`config.mk`:
```
export PLATFORM = sky130hd
export DESIGN_NAME = bcd_scan_counter
export DESIGN_NICKNAME = d
export VERILOG_FILES = /design/src/rtl/bcd_scan_counter_pkg.sv /design/src/rtl/bcd_decade.sv /design/src/rtl/bcd_scan_counter.sv
export SDC_FILE = /design/constraint.sdc
export NUM_CORES = 1
export LEC_CHECK = 0
export CAP_MARGIN = 5
export CORE_MARGIN = 3
export CORE_UTILIZATION = 54
export CTS_BUF_LIST = sky130_fd_sc_hd__clkbuf_2 sky130_fd_sc_hd__clkbuf_4 sky130_fd_sc_hd__clkbuf_8
export DETAILED_ROUTE_END_ITERATION = 12
export HOLD_SLACK_MARGIN = 0.05
export PLACE_DENSITY = 0.74
export SLEW_MARGIN = 20
export SYNTH_ARGS = -nofsm -noshare
export SYNTH_HDL_FRONTEND = slang
export SYNTH_SLANG_ARGS = --single-unit
```
`constraint.sdc`:
```
create_clock -name clk -period 2.7 [get_ports clk]
set_input_delay 0.81 -clock clk [delete_from_list [all_inputs] [get_ports clk]]
set_output_delay 0.81 -clock clk [all_outputs]
set_load 0.03 [all_outputs]
```
`src/rtl/bcd_scan_counter_pkg.sv`:
```
// Shared BCD types and the per-decade next-value rule used by both the
// decade registers and the scanner's look-ahead.
package bcd_scan_counter_pkg;

  localparam int unsigned BCD_W = 4;

  typedef logic [BCD_W-1:0] bcd_digit_t;

  localparam bcd_digit_t BCD_MAX = 4'd9;

  function automatic bcd_digit_t bcd_next(input bcd_digit_t d,
                                          input logic       carry_in,
                                          input logic       clr);
    bcd_digit_t r;
    if (clr)
      r = '0;
    else if (!carry_in)
      r = d;
    else if (d == BCD_MAX)
      r = '0;
    else
      r = d + bcd_digit_t'(1);
    return r;
  endfunction

endpackage

```
`src/rtl/bcd_decade.sv`:
```
// One decimal decade: holds a 0..9 digit, increments on carry-in and
// propagates carry-out combinationally so a full ripple settles in one cycle.
module bcd_decade
  import bcd_scan_counter_pkg::*;
(
  input  logic             clk,
  input  logic             rst,
  input  logic             clear,
  input  logic             carry_in,
  output logic [BCD_W-1:0] digit,
  output logic             carry_out
);

  always_ff @(posedge clk or posedge rst) begin
    if (rst)
      digit <= '0;
    else
      digit <= bcd_next(digit, carry_in, clear);
  end

  assign carry_out = carry_in & (digit == BCD_MAX);

endmodule

```
`src/rtl/bcd_scan_counter.sv`:
```
// Multi-digit BCD up-counter with a free-running one-hot digit scanner that
// presents one registered digit per cycle to the seven-segment decoder.
module bcd_scan_counter
  import bcd_scan_counter_pkg::*;
#(
  parameter int unsigned NUM_DIGITS = 4,
  parameter int unsigned COUNT_DIV  = 50000000,
  parameter int unsigned SCAN_DIV   = 50000
) (
  input  logic                      clk,
  input  logic                      rst,
  input  logic                      en,
  input  logic                      clear,
  output logic [3:0]                bcd,
  output logic [NUM_DIGITS-1:0]     digit_sel,
  output logic [4*NUM_DIGITS-1:0]   count_bcd,
  output logic                      wrap
);

  localparam int unsigned CW = (COUNT_DIV  > 1) ? $clog2(COUNT_DIV)  : 1;
  localparam int unsigned SW = (SCAN_DIV   > 1) ? $clog2(SCAN_DIV)   : 1;
  localparam int unsigned IW = (NUM_DIGITS > 1) ? $clog2(NUM_DIGITS) : 1;

  logic [CW-1:0] cnt_pre;
  logic          cnt_tick;
  logic [SW-1:0] scan_pre;
  logic          scan_tick;
  logic [IW-1:0] idx;
  logic [IW-1:0] idx_nxt;

  logic [NUM_DIGITS:0]                 carry;
  logic [NUM_DIGITS-1:0][BCD_W-1:0]    digit;
  logic [NUM_DIGITS-1:0][BCD_W-1:0]    digit_nxt;
  logic [BCD_W-1:0]                    bcd_nxt;

  assign cnt_tick = en & (cnt_pre == CW'(COUNT_DIV - 1));

  always_ff @(posedge clk or posedge rst) begin
    if (rst)
      cnt_pre <= '0;
    else if (clear)
      cnt_pre <= '0;
    else if (en)
      cnt_pre <= cnt_tick ? '0 : cnt_pre + CW'(1);
  end

  assign carry[0] = cnt_tick;

  // digit_nxt mirrors each decade's register input so the output registers
  // can load post-edge values without an extra cycle of latency.
  for (genvar i = 0; i < NUM_DIGITS; i++) begin : g_decade
    bcd_decade u_decade (
      .clk       (clk),
      .rst       (rst),
      .clear     (clear),
      .carry_in  (carry[i]),
      .digit     (digit[i]),
      .carry_out (carry[i+1])
    );
    assign digit_nxt[i] = bcd_next(digit[i], carry[i], clear);
  end

  assign count_bcd = digit;

  assign scan_tick = (scan_pre == SW'(SCAN_DIV - 1));

  always_ff @(posedge clk or posedge rst) begin
    if (rst)
      scan_pre <= '0;
    else
      scan_pre <= scan_tick ? '0 : scan_pre + SW'(1);
  end

  always_comb begin
    idx_nxt = idx;
    if (scan_tick)
      idx_nxt = (idx == IW'(NUM_DIGITS - 1)) ? '0 : idx + IW'(1);
  end

  if (NUM_DIGITS == 1) begin : g_one
    assign bcd_nxt = digit_nxt[0];
  end else begin : g_many
    assign bcd_nxt = digit_nxt[idx_nxt];
  end

  always_ff @(posedge clk or posedge rst) begin
    if (rst) begin
      idx       <= '0;
      bcd       <= '0;
      digit_sel <= NUM_DIGITS'(1);
      wrap      <= 1'b0;
    end else begin
      idx       <= idx_nxt;
      bcd       <= bcd_nxt;
      digit_sel <= NUM_DIGITS'(1) << idx_nxt;
      wrap      <= cnt_tick & carry[NUM_DIGITS] & ~clear;
    end
  end

endmodule

```
==> results.cfg, run 1 <==
[outcome]
run_status = finished, final reports clean

[power_and_ir_drop]
power_density_mw_per_mm2 = 453
ir_drop_uv = 399
p_leak_nw = 1.97

[yosys]
yosysWarnings = 0
synth.largest_area_cell = dfrtp_1
ys_top_cells_by_area = dfrtp_1, nor2_1, xor2_1
synth-seq-cells = 69
ys_types = 56
synth_edf_count = 0
synth_top_cell_area_share = 0.477
synth_area_mm2 = 0.00357
synth_common_cells = dfrtp_1, nor2_1, xor2_1, nand2_1, nand3_1
synthCells = 367
synth_area_per_cell_um2 = 9.73
seq_area_frac_synth = 0.484
async_flop_share = 1.00
synth_fp_nets = 374
yosysMostFrequentCell = dfrtp_1
synth-main-ff-cell = dfrtp_1

[min_path]
hold_class = flip-flop to flip-flop
whs_path_depth = 1
hp-start = scan_pre[0]

[floorplanning]
die_h_um = 87.3
die_area_mm2 = 0.00762
io_pins = 29
die_w_um = 87.3
core_area_mm2 = 0.00639
start_util = 0.559
rows = 29

[place]
place_hpwl_mm = 5.66
gp_congestion = 0.894
port_buffers = 28

[timing]
fmax_mhz = 378
rsz0062_at_grt = true
final-setup-viol-count = 0
holdWs_ns = 0.513
finalCritPeriodShare = 0.979
worst_pin_slew_ns = 0.487
finalHoldViolCount = 0
relSlewSlack = 0.671
clock_skew_ns = 0.0110
final_max_slew_viol_count = 0
min_period_ns = 2.64

[setup_path]
critical_path_class = flip-flop to flip-flop
slowest_stage = or4_4
cpPeakStageDelay_ns = 0.62
cp_max_fo = 8
r2r_slack_ns = 0.06
worstReg2RegEnd = bcd[2]
crit_start = cnt_pre[24]
crit_family = simple AND/OR/NAND/NOR gates
crit_end = bcd[2]
worstSetupStartpointType = flip-flop
cp.depth = 6
endpoint_kind = flip-flop
crit_required_ns = 2.91
rr_startpoint = cnt_pre[24]
path_buf_inv = 0
worst_ep_arrival_time_ns = 2.85
worstPathCellList = or4b_4 -> or4_4 -> nor4_2 -> mux2_2 -> mux2i_2 -> o221ai_1
worstRegToRegCells = 6

[drt]
antenna_left = 0
drc = 0
wl_per_cell_um = 15.5
via_per_inst = 5.71
first_iter_violations = 141
vias = 2963
first_pass_iters = 5
wl_mm = 8.05

[grt]
grt_pass1_vias = 2810
grt-ovfl-total = 0
antenna_found_initial = 0
grt_use_total = 0.220
grt_first_pass_wirelength_mm = 13.1
grt_max_degree = 70

[clocking]
clk_path_buf_depth = 2
cts-root-buf = clkbuf_8
cts_tree = done
htreeDepth = 3
cts.sinks = 69
clk_latency_ns = 0.34
numCtsBuffers = 9
path_clk_slew_ns = 0.08

[cells_and_area]
diodes = 0
multi_input_area_mm2 = 0.00180
nets = 444
drive_gt1_frac = 0.188
finish.utilization = 0.711
ff_latch_area_mm2 = 0.00173
syn2layout_area_growth_pct = 27.1
n_fill_cell = 481

[job]
max_cap_viol_count = 0
## per-layer routing
metal,wire (µm),up-vias,track usage
met5,0,-,0
met4,203,0,0.100
met3,434,20,0.0341
met2,3820,88,0.335
met1,3590,1412,0.308
li1,-,1443,-
## through the flow
step           setup TNS (ns)  cells  instance area (µm²)  setup slack (ns)  power [mW]
2_1_floorplan        -0.00461    367                 3580          -0.00461        1.10
3_3_place_gp            -2.20    502                 4250            -0.364        1.14
3_5_place_dp            -2.73    502                 4250            -0.394        1.14
4_1_cts                     0    519                 4500           0.00556        2.07
5_1_grt               -0.0648    519                 4540           -0.0627        2.12
6_report                    0    519                 4540            0.0563        2.06
## flip-flops by register name, indices dropped and copies added (netlist names)
signal,cells
scan_pre,16
cnt_pre,26
digit_sel,4
idx,2
g_decade.u_decade.digit,16
bcd,4
wrap,1
## power by group
group          switching, mW  internal (mW)
logic                 0.0488         0.0264
clock network          0.395          0.544
registers            0.00497           1.04
## cell type report
class / count / share of cell area
tap: 77 / 0.0212
clock inverter: 6 / 0.0190
timing repair buffer: 71 / 0.139
inverter: 16 / 0.0132
clock buffer: 10 / 0.0303
multi-input combinational: 270 / 0.396
sequential: 69 / 0.381
## worst min-delay path by stage
stage / end / slack, ns
floorplan: scan_pre[13] / 0.45
global placement: scan_pre[13] / 0.48
detailed placement: scan_pre[0] / 0.50
CTS: scan_pre[0] / 0.51
global route: scan_pre[13] / 0.54
finish: scan_pre[0] / 0.51
## cell families (layout without fill, tap and decap cells)
family,Yosys count,after routing,synth area share
adders and majority gates,3,3,0.0105
AOI/OAI and AO/OA,43,43,0.0799
DFF,69,69,0.484
muxes,10,10,0.0294
xor gates and xnor gates,38,38,0.0932
buffers and inverters,28,103,0.0319
and+or+nand+nor,176,176,0.271
## what timing repair did
action                     in CTS  in global routing
pin swaps                       2                  6
gates resized for setup         4                  8
hold buffers                    0                  0
buffers inserted                1                  0
setup endpoints to repair       2                  5
## worst register-to-register path, stage by stage, from the launching register on
cell and delay, ns:
dfrtp_1 0.38, or4b_4 0.55, or4_4 0.62, nor4_2 0.28, mux2_2 0.38, mux2i_2 0.17, o221ai_1 0.14
## layout by cell type, fill, tap and decap left out, types with 6 or more instances in the layout
master	Yosys	layout
clkdlybuf4s50_1	0	27
xor2_1	23	23
xnor2_1	15	15
or3_1	7	7
o21ai_0	9	8
and3_1	8	8
nand3_1	18	16
clkbuf_8	0	10
nand4_1	15	15
inv_1	15	14
dfrtp_1	68	68
nand2_1	21	21
nor3_1	6	6
nor2b_1	6	6
nor2_1	56	56
a21oi_1	12	12
buf_4	0	41
(Power assumes the default switching activity.)
==> run 2: changes to the inputs <==
--- a/config.mk
+++ b/config.mk
@@ -5,13 +5,14 @@
 export SDC_FILE = /design/constraint.sdc
 export NUM_CORES = 1
 export LEC_CHECK = 0
+export ABC_AREA = 0
 export CAP_MARGIN = 5
 export CORE_MARGIN = 3
-export CORE_UTILIZATION = 54
+export CORE_UTILIZATION = 40
 export CTS_BUF_LIST = sky130_fd_sc_hd__clkbuf_2 sky130_fd_sc_hd__clkbuf_4 sky130_fd_sc_hd__clkbuf_8
 export DETAILED_ROUTE_END_ITERATION = 12
 export HOLD_SLACK_MARGIN = 0.05
-export PLACE_DENSITY = 0.74
+export PLACE_DENSITY = 0.57
 export SLEW_MARGIN = 20
 export SYNTH_ARGS = -nofsm -noshare
 export SYNTH_HDL_FRONTEND = slang
==> run 2 against run 1 <==
First-iteration DRC count shrank 5.0%. Total power grew 0.13%. Routed wire length grew 4.4%. Maximum frequency shrank 1.9%. Non-clock buffer count shrank 2. Clock power grew 0.4%. Via count shrank 1.9%. Sequential power is essentially flat. Combinational power shrank 3.1%. Final cell count grew 4.8%. Setup slack lost 0.052 ns. Critical endpoint unchanged. Largest cell class unchanged.
==> results.cfg, run 2 (synthesis results as in run 1) <==
[clocking]
cts.sinks = 69
numCtsBuffers = 9
cts_tree = done
cts-root-buf = clkbuf_8
holdBufCountCts = 0
path_clk_slew_ns = 0.08
clk_path_buf_depth = 2
clk_latency_ns = 0.34
htreeDepth = 3

[cells_and_area]
reg_top3 = cnt_pre (26), g_decade.u_decade.digit (16), scan_pre (16)
drive_gt1_frac = 0.194
final_common_cell = dfrtp_1
final_cell_mix = dfrtp_1, nor2_1, buf_4, clkdlybuf4s50_1, xor2_1
syn2layout_area_growth_pct = 27.9
nets = 442
largest_reg_flops = 26
diodes = 0
finish.utilization = 0.542
top_register = cnt_pre

[setup_path]
crit_start = cnt_pre[24]
r2r_slack_ns = 0.004
cp_max_fo = 6
critical_path_class = flip-flop to flip-flop
rr_startpoint = cnt_pre[24]
worstReg2RegEnd = bcd[2]
endpoint_kind = flip-flop
worstRegToRegCells = 7
slowest_stage = or4_4
cpPeakStageDelay_ns = 0.60
worst_ep_arrival_time_ns = 2.91
crit_end = bcd[2]
crit_required_ns = 2.92
worstSetupStartpointType = flip-flop
worstPathCellList = or4b_4 -> or4_4 -> buf_4 -> nor3_2 -> mux2_4 -> mux2i_1 -> o221ai_2

[floorplanning]
start_util = 0.424
rows = 33
die_h_um = 100
core_area_mm2 = 0.00842
die_area_mm2 = 0.0101
die_w_um = 100
io_pins = 29

[timing]
final-setup-viol-count = 0
holdWs_ns = 0.497
fmax_mhz = 371
clock_skew_ns = 0.0141
worst_pin_slew_ns = 0.467
final_max_slew_viol_count = 0
finalHoldViolCount = 0
min_period_ns = 2.70
finalCritPeriodShare = 0.998
rsz0062_at_grt = true
relSlewSlack = 0.684

[grt]
grt_first_pass_wirelength_mm = 14.0
grt_pass1_vias = 2769
antenna_found_initial = 0
grt-ovfl-total = 0
grt_max_degree = 70
grt_use_total = 0.176

[drt]
dr_wl_met2_mm = 3.92
antenna_left = 0
wl_per_cell_um = 15.4
first_iter_violations = 134
wl_met3_um = 414
vias = 2908
wl_mm = 8.40
met1_length_mm = 4.00
via_per_inst = 5.35
drc = 0
first_pass_iters = 4
top_layer = met4

[place]
place_hpwl_mm = 5.87
port_buffers = 28
gp_congestion = 0.852

[job]
max_cap_viol_count = 0

[min_path]
hold_class = flip-flop to flip-flop

[power_and_ir_drop]
p_leak_nw = 1.93
power_density_mw_per_mm2 = 451
ir_drop_uv = 348

[outcome]
run_status = finished, final reports clean
## run 2: changes by cell type in the layout (fill, tap and decap cells not counted), sizes merged
cell	change
buf	-2
inv	-1
## run 2: layout make-up
class                      count  area, µm²
clock inverter                 5       85.1
multi-input combinational    270       1820
tap                          105        131
inverter                      16       60.1
fill                         763       3850
timing repair buffer          69        607
sequential                    69       1730
clock buffer                  10        138
## run 2: how the worst min path moves through the flow
stage                             from            to  slack [ns]  cells after the start
final                     scan_pre[10]  scan_pre[10]        0.50                      1
after global routing      scan_pre[10]  scan_pre[10]        0.51                      1
after global placement    scan_pre[13]  scan_pre[13]        0.48                      1
after CTS                 scan_pre[10]  scan_pre[10]        0.50                      1
after detailed placement  scan_pre[10]  scan_pre[10]        0.49                      1
after floorplan           scan_pre[13]  scan_pre[13]        0.45                      1
## run 2: worst max-delay path: cells and delay by family, from the launching register on
kind,cells,cell delay [ns]
DFF,1,0.39
AOI/OAI and AO/OA,1,0.13
buffers and inverters,1,0.19
and+or+nand+nor,3,1.32
muxes,2,0.54
## run 2: metal layers
layer  GRT usage  vias up
li1            -     1439
met1       0.251     1398
met2       0.267       65
met3      0.0464        6
met4      0.0435        0
met5           0        -
## run 2: timing repair
action                                  in CTS  in global routing
resized for setup                            1                 18
pin swaps                                    4                  8
endpoints found under the setup margin       2                  4
hold endpoints to repair                     0                  0
buffers inserted                             1                  3
## run 2: metrics by stage
step / setup TNS (ns) / instances / instance area, µm² / setup slack [ns] / power (mW)
after detailed placement: -2.95 / 525 / 4240 / -0.388 / 1.14
after global placement: -2.49 / 525 / 4240 / -0.338 / 1.14
final: 0 / 544 / 4570 / 0.00448 / 2.06
after floorplan: -0.00461 / 367 / 3580 / -0.00461 / 1.10
after global routing: -0.103 / 544 / 4570 / -0.0846 / 2.15
after CTS: 0 / 541 / 4470 / 0.00365 / 2.09
## run 2: power by group
group	internal, mW	total (mW)	leakage [nW]	switching [mW]
clock network	0.543	0.943	0.109	0.400
logic	0.0235	0.0729	0.880	0.0494
registers	1.04	1.04	0.945	0.00546
total	1.60	2.06	1.93	0.455
==> run 3: changes to the inputs <==
--- a/config.mk
+++ b/config.mk
@@ -8,11 +8,11 @@
 export ABC_AREA = 0
 export CAP_MARGIN = 5
 export CORE_MARGIN = 3
-export CORE_UTILIZATION = 40
+export CORE_UTILIZATION = 50
 export CTS_BUF_LIST = sky130_fd_sc_hd__clkbuf_2 sky130_fd_sc_hd__clkbuf_4 sky130_fd_sc_hd__clkbuf_8
 export DETAILED_ROUTE_END_ITERATION = 12
 export HOLD_SLACK_MARGIN = 0.05
-export PLACE_DENSITY = 0.57
+export PLACE_DENSITY = 0.69
 export SLEW_MARGIN = 20
 export SYNTH_ARGS = -nofsm -noshare
 export SYNTH_HDL_FRONTEND = slang
==> run 3 against run 2 <==
Non-clock buffer count increased by 1. Clock-buffer cell count increased by 3. Register-to-register slack improved by 0.06 ns. Cell area about the same. Die area decreased by 19%. Routed wire length decreased by 1.3%. Worst hold slack got worse by 0.0074 ns. Sequential share of layout area about the same. Setup slack improved by 0.061 ns. Global-route usage increased by 3.6 points. Clock skew decreased by 0.0063 ns. Final cell count decreased by 1.1%.
==> results.cfg, run 3 (synthesis results as in run 1) <==
[setup_path]
worst_ep_arrival_time_ns = 2.87
worstPathCellList = or4b_4 -> or4_2 -> o21ai_1 -> a211oi_2 -> a311o_1 -> o211a_1
slowest_stage = or4_2
worstReg2RegEnd = bcd[1]
rr_startpoint = cnt_pre[24]
crit_required_ns = 2.94
cp_max_fo = 5
worstRegToRegCells = 6
r2r_slack_ns = 0.07
critical_path_class = flip-flop to flip-flop
worstSetupStartpointType = flip-flop
cpPeakStageDelay_ns = 0.79
endpoint_kind = flip-flop

[cells_and_area]
diodes = 0
final_common_cell = dfrtp_1
final_cell_mix = dfrtp_1, nor2_1, buf_4, clkdlybuf4s50_1, xor2_1
syn2layout_area_growth_pct = 28.0
top_register = cnt_pre
largest_reg_flops = 26
drive_gt1_frac = 0.188
reg_top3 = cnt_pre (26), g_decade.u_decade.digit (16), scan_pre (16)
final-instance-count-excl-fill = 538
nets = 444

[drt]
drc = 0
wl_per_cell_um = 15.4
antenna_left = 0
wl_mm = 8.30
first_pass_iters = 5
first_iter_violations = 220
vias = 3018
via_per_inst = 5.61

[clocking]
cts_tree = done
holdBufCountCts = 0
clk_path_buf_depth = 2
numCtsBuffers = 9
cts.sinks = 69
clk_latency_ns = 0.34
htreeDepth = 3
path_clk_slew_ns = 0.07
cts-root-buf = clkbuf_8

[place]
place_inst = 519
port_buffers = 28
gp_congestion = 0.893
place_hpwl_mm = 5.89

[timing]
worst_pin_slew_ns = 0.502
relSlewSlack = 0.661
final_max_slew_viol_count = 0
fin_tns_setup_ns = 0
clock_skew_ns = 0.00787
fmax_mhz = 380
min_period_ns = 2.63
finalCritPeriodShare = 0.976
final-setup-viol-count = 0
finalHoldViolCount = 0
rsz0062_at_grt = true

[power_and_ir_drop]
ir_drop_uv = 275
p_leak_nw = 1.98
power_density_mw_per_mm2 = 458

[grt]
grt_use_total = 0.212
antenna_found_initial = 0
grt-ovfl-total = 0
grt_max_degree = 31
grt_pass1_vias = 2941
grt_first_pass_wirelength_mm = 14.0

[floorplanning]
die_h_um = 90.5
die_w_um = 90.5
start_util = 0.520
core_area_mm2 = 0.00687
rows = 30
io_pins = 29
die_area_mm2 = 0.00819

[job]
max_cap_viol_count = 0

[min_path]
hold_class = flip-flop to flip-flop
min_to = scan_pre[10]
hp-start = scan_pre[10]
whs_path_depth = 1

[outcome]
run_status = finished, final reports clean
run 3: cell types whose count changed in the layout (fill, tap and decap cells not counted), moves of 2 or more:
cell      change
mux2i_1       +2
or3_1         +2
a211oi_2      -2
mux2i_2       -2
clkbuf_4      +2
a211oi_1      +2
clkinv_4      -2
or3_4         -2
run 3: power breakdown:
part	switching [mW]	leakage, nW	internal [mW]
logic	0.0509	0.916	0.0276
registers	0.00520	0.945	1.04
clock network	0.382	0.117	0.592
total	0.438	1.98	1.66
run 3: routing by layer:
metal  global-route usage  wire, µm  share of wire  vias to the layer above
li1                     -         -              -                     1457
met3               0.0342       367          0.044                       21
met2                0.336      4090           0.49                       70
met1                0.281      3620           0.44                     1470
met4                0.107       216          0.026                        0
met5                    0         0              0                        -
run 3: worst max-delay path, delay by kind of cell, from the launching register on:
kind	cells	cell delay, ns
and+or+nand+nor	2	1.35
AOI/OAI and AO/OA	4	0.81
DFF	1	0.38
run 3: area by class of cell:
class,instances,area [µm²]
Sequential cell,69,1730
Timing Repair Buffer,70,623
Inverter,16,60.1
Fill cell,551,2300
Clock buffer,13,166
Multi-Input combinational cell,271,1810
Clock inverter,3,67.6
Tap cell,96,120
run 3: worst max-delay path by stage:
stage,from,end
2_1_floorplan,scan_pre[5],bcd[1]
3_3_place_gp,en,bcd[3]
3_5_place_dp,en,bcd[3]
4_1_cts,cnt_pre[24],bcd[2]
5_1_grt,cnt_pre[24],bcd[2]
6_report,cnt_pre[24],bcd[1]
run 3: repair_timing:
action                     4_1_cts  5_1_grt
cloned                           0        1
hold endpoints to repair         0        0
pin swaps                        1       10
buffers inserted                 0        2
setup endpoints to repair        1        5
gates resized for setup          0       11
run 3: through the flow:
stage	utilization	hold WS (ns)	setup WS, ns	total power, mW	area, µm²
floorplan	-	0.452	-0.00461	1.10	3580
global placement	0.620	0.469	-0.321	1.14	4260
detailed placement	0.620	0.481	-0.405	1.14	4260
CTS	0.654	0.497	0.00773	2.12	4500
global route	0.666	0.524	-0.000790	2.18	4570
finish	0.666	0.490	0.0656	2.09	4570
==> RTL change 1 (settings of run 1) <==
The package constant `BCD_MAX` goes from 4'd9 to 4'd4.
--- a/src/rtl/bcd_scan_counter_pkg.sv
+++ b/src/rtl/bcd_scan_counter_pkg.sv
@@ -6,7 +6,7 @@
 
   typedef logic [BCD_W-1:0] bcd_digit_t;
 
-  localparam bcd_digit_t BCD_MAX = 4'd9;
+  localparam bcd_digit_t BCD_MAX = 4'd4;
 
   function automatic bcd_digit_t bcd_next(input bcd_digit_t d,
                                           input logic       carry_in,
Behaviour: same outputs for any inputs over 10 cycles, from zero or initial values and one cycle with rst high; that may be too few to reach the edited logic, so the function may still have changed.
==> RTL change 1 against run 1 <==
Worst setup slack worse by 0.040 ns; area after synthesis increased by 0.28%; sequential share of layout area unchanged; sequential power barely moved; non-clock buffer count shrank 1; clock power about the same; routed wire length increased by 4.7%; final area stayed put; sequential cell count did not move; total power is 0.87% lower; highest routed layer unchanged.
==> RTL change 1: results (changes against run 1) <==
* Static Leak at 2.03 nW (was 1.97 nW)
* Largest net degree at the start of global routing at 31 (was 70)
* Library cells used by synthesis at 45 (was 56)
* Combinational power at 0.0602 mW (was 0.0752 mW)
* Post-CTS Resized at 8 (was 4)
* Iter 0 DRT Violations at 177 (was 141)
* Final clock-cell share at 4.91% (was 4.94%)
* Critical Path Start: cnt_pre[10] (was cnt_pre[24])
* Placed insts at 496 (was 502)
* Mapped Cells at 372 (was 367)
* Multiplexer share of the synthesized area at 4.72% (was 2.94%)
* Top cells by area, synth: dfrtp_1 (48%), nor2_1 (6.7%), xor2_1 (4.4%), xnor2_1 (4.2%), ha_1 (3.8%) (was dfrtp_1 (48%), nor2_1 (5.9%), xor2_1 (5.6%), xnor2_1 (3.7%), nand4_1 (2.6%))
* Gpl congestion at 0.868 (was 0.894)
* Data buffer area share at 13.9% (about the same)
* Filler Cells Inserted at 496 (was 481)
* Complex-gate fraction of the synthesized area at 5.38% (was 7.99%)
* Status: finished clean (unchanged)
* TritonRoute pass-1 iters at 4 (was 5)
* Nonclk buf count at 70 (was 71)
* Peak VDD IR at 0.290 mV (was 0.399 mV)
* Sw Ratio at 22.5% (was 21.8%)
* R2r endpoint: bcd[0] (was bcd[2])
* R2r setup slk at 0.02 ns (was 0.06 ns)
* Met1 Use GR at 33.7% (was 30.8%)
* HPWL after detailed placement at 5840 µm (was 5660 µm)
* Final Non-Filler Cells at 522 (was 519)
* Vias at 2,971 (was 2,963)
* Pwr Density at 449 nW/µm² (was 453 nW/µm²)
* Synth Area in XOR/XNOR at 8.56% (was 9.32%)
* Gr usage total at 24.0% (was 22.0%)
* Cell Area, Placed at 4180 µm² (was 4250 µm²)
* Min-delay worst type: reg -> reg (unchanged)
* Layout cells sized above 1 at 16.6% (was 18.8%)
* Fin nets at 455 (was 444)
* Worst EP arrival at 2.91 ns (was 2.85 ns)
* Max incr delay on CP at 0.60 ns (was 0.62 ns)
* Inverters excl. clock at 15 (was 16)
* Synth Area in Adders at 3.84% (was 1.05%)
* Area occupied by multi-input gates at 1800 µm² (about the same)
[RTL change 1: cell types whose count changed after synthesis, sizes merged, moves of 4 or more]
cell and change:
ha +8, nor2 +8, nand2 +7, nor3 +7, mux2i +5, nor4 -5
xor2 -5, or3 -4
[RTL change 1: through the flow]
stage                     worst slack [ns]  hold WS, ns  utilization [%]
after floorplan                    -0.0897        0.425                -
after global placement              -0.526        0.440             65.4
after detailed placement            -0.633        0.450             65.4
after CTS                          0.00327        0.461             70.1
after global routing               -0.0697        0.470             71.1
final                               0.0162        0.458             71.1
[RTL change 1: cell families (layout without fill, tap and decap cells)]
group / Yosys count / in the layout
and+or+nand+nor: 185 / 185
adders and majority gates: 11 / 11
muxes: 14 / 14
AOI/OAI and AO/OA: 30 / 30
xor gates and xnor gates: 35 / 35
DFF: 69 / 69
buffers and inverters: 28 / 101
[RTL change 1: per-layer routing]
layer  vias to the layer above  part of all wire (%)
met3                        21                   5.6
met1                      1437                    44
met2                        98                    48
met4                         0                   2.2
met5                         -                     0
li1                       1415                     -
==> RTL change 2 (settings of run 1) <==
Without the edit above. Register the output `count_bcd`, with the module's reset; this adds one clock of latency there. The other outputs are not delayed to match.
--- a/src/rtl/bcd_scan_counter.sv
+++ b/src/rtl/bcd_scan_counter.sv
@@ -60,7 +60,13 @@
     assign digit_nxt[i] = bcd_next(digit[i], carry[i], clear);
   end
 
-  assign count_bcd = digit;
+  always_ff @(posedge clk or posedge rst) begin
+    if (rst) begin
+      count_bcd <= '0;
+    end else begin
+      count_bcd <= digit;
+    end
+  end
 
   assign scan_tick = (scan_pre == SW'(SCAN_DIV - 1));
 
Function: same outputs for any inputs over 10 cycles, from zero or initial values and one cycle with rst high; that may be too few to reach the edited logic, so the function may still have changed.
==> RTL change 2 against run 1 <==
The flow now finishes with violations (negative setup slack); routed wire length up 7.7%; worst hold slack worse by 0.13 ns; final cell count up 7.5%; via count up 3.5%; critical path type unchanged; utilization up 1.2 points; sequential cell count up 16; final area up 9.9%; sequential power up 23%; area after synthesis up 9.1%; maximum frequency down 4.0%; worst setup slack worse by 0.11 ns; total power up 15%.
==> RTL change 2: results (changes against run 1) <==
* Hold WS at 0.379 ns (was 0.513 ns)
* Register area share after synthesis at 54.6% (was 48.4%)
* Iter 0 DRT Violations at 231 (was 141)
* Peak VDD IR at 0.259 mV (was 0.399 mV)
* Synth Area in Adders at 0.964% (was 1.05%)
* Multiplexer share of the synthesized area at 1.32% (was 2.94%)
* Final wirelength at 8670 µm (was 8050 µm)
* Slew headroom at 67.5% (was 67.1%)
* Violated checks: negative setup slack
* HPWL after detailed placement at 5960 µm (was 5660 µm)
* Syn nets at 380 (was 374)
* Sw Ratio at 21.9% (was 21.8%)
* Fin nets at 465 (was 444)
* Tot Pwr at 2.37 mW (was 2.06 mW)
* Final clock skew at 0.0123 ns (was 0.0110 ns)
* Power share of the clock group at 42.4% (was 45.7%)
* Synth Area in XOR/XNOR at 8.32% (was 9.32%)
* TritonRoute pass-1 iters at 4 (was 5)
* Syn avg cell area at 10.4 µm² (was 9.73 µm²)
* Cell Area, Placed at 4640 µm² (was 4250 µm²)
* Vias in the first global route at 3,154 (was 2,810)
* Dpl ws at -0.638 ns (was -0.394 ns)
* Sequential power share at 54.1% (was 50.7%)
* Placed insts at 539 (was 502)
* Final setup margin at -0.0527 ns (was 0.0563 ns)
* Status: finished with violations (was finished clean)
* Critical-path maximum fanout at 6 (was 8)
* Setup TNS at -0.125 ns (was 0 ns)
* Vias/cell at 5.50 (was 5.71)
* Layout cells sized above 1 at 21.6% (was 18.8%)
* Final Setup Violations at 4 (was 0)
* Static Leak at 2.20 nW (was 1.97 nW)
## RTL change 2: cell count changes in the layout (fill, tap and decap cells not counted), sizes merged, moves of 4 or more
cell   change
or4        +7
and3       +4
xor2       -4
nand3      -9
nor2       -7
dfrtp     +16
a21oi      +6
buf       +13
## RTL change 2: per-layer routing
| layer | part of all wire (%) | track usage [%] | up-vias |
|---|---|---|---|
| met3 | 3.2 | 3.40 | 16 |
| met2 | 50 | 37.1 | 71 |
| met4 | 2.1 | 8.67 | 0 |
| li1 | - | - | 1488 |
| met5 | 0 | 0 | - |
| met1 | 45 | 28.3 | 1493 |
## RTL change 2: worst paths after layout
check | end | from | cells after the start
setup / recovery | bcd[0] | cnt_pre[11] | 6
hold / removal | count_bcd[0] | g_decade[0].u_decade.digit[0] | 0
setup reg to reg | bcd[0] | cnt_pre[11] | 6
hold reg to reg | count_bcd[0] | g_decade[0].u_decade.digit[0] | 0
max in group asynchronous | digit_sel[0] | rst | 3
min in group asynchronous | scan_pre[14] | rst | 3
## RTL change 2: repair_timing
action | 4_1_cts | 5_1_grt
hold endpoints to repair | 0 | 0
resized for setup | 13 | 7
hold buffers | 0 | 0
pin swaps | 5 | 6
setup endpoints to repair | 40 | 11
setup buffers | 0 | 4
## RTL change 2: final cells by class
cell class / instances / area (µm²)
Fill cell: 501 / 1920
Timing Repair Buffer: 84 / 716
Multi-Input combinational cell: 260 / 1730
Sequential cell: 85 / 2130
Clock buffer: 10 / 138
Inverter: 18 / 71.3
Clock inverter: 5 / 83.8
Tap cell: 96 / 120
## RTL change 2: worst max-delay path: stages, from the launching register on
cell,delay (ns)
dfrtp_1,0.40
or4b_4,0.57
or4_4,0.60
or4_4,0.54
xnor2_2,0.16
o31ai_1,0.26
o32a_1,0.17
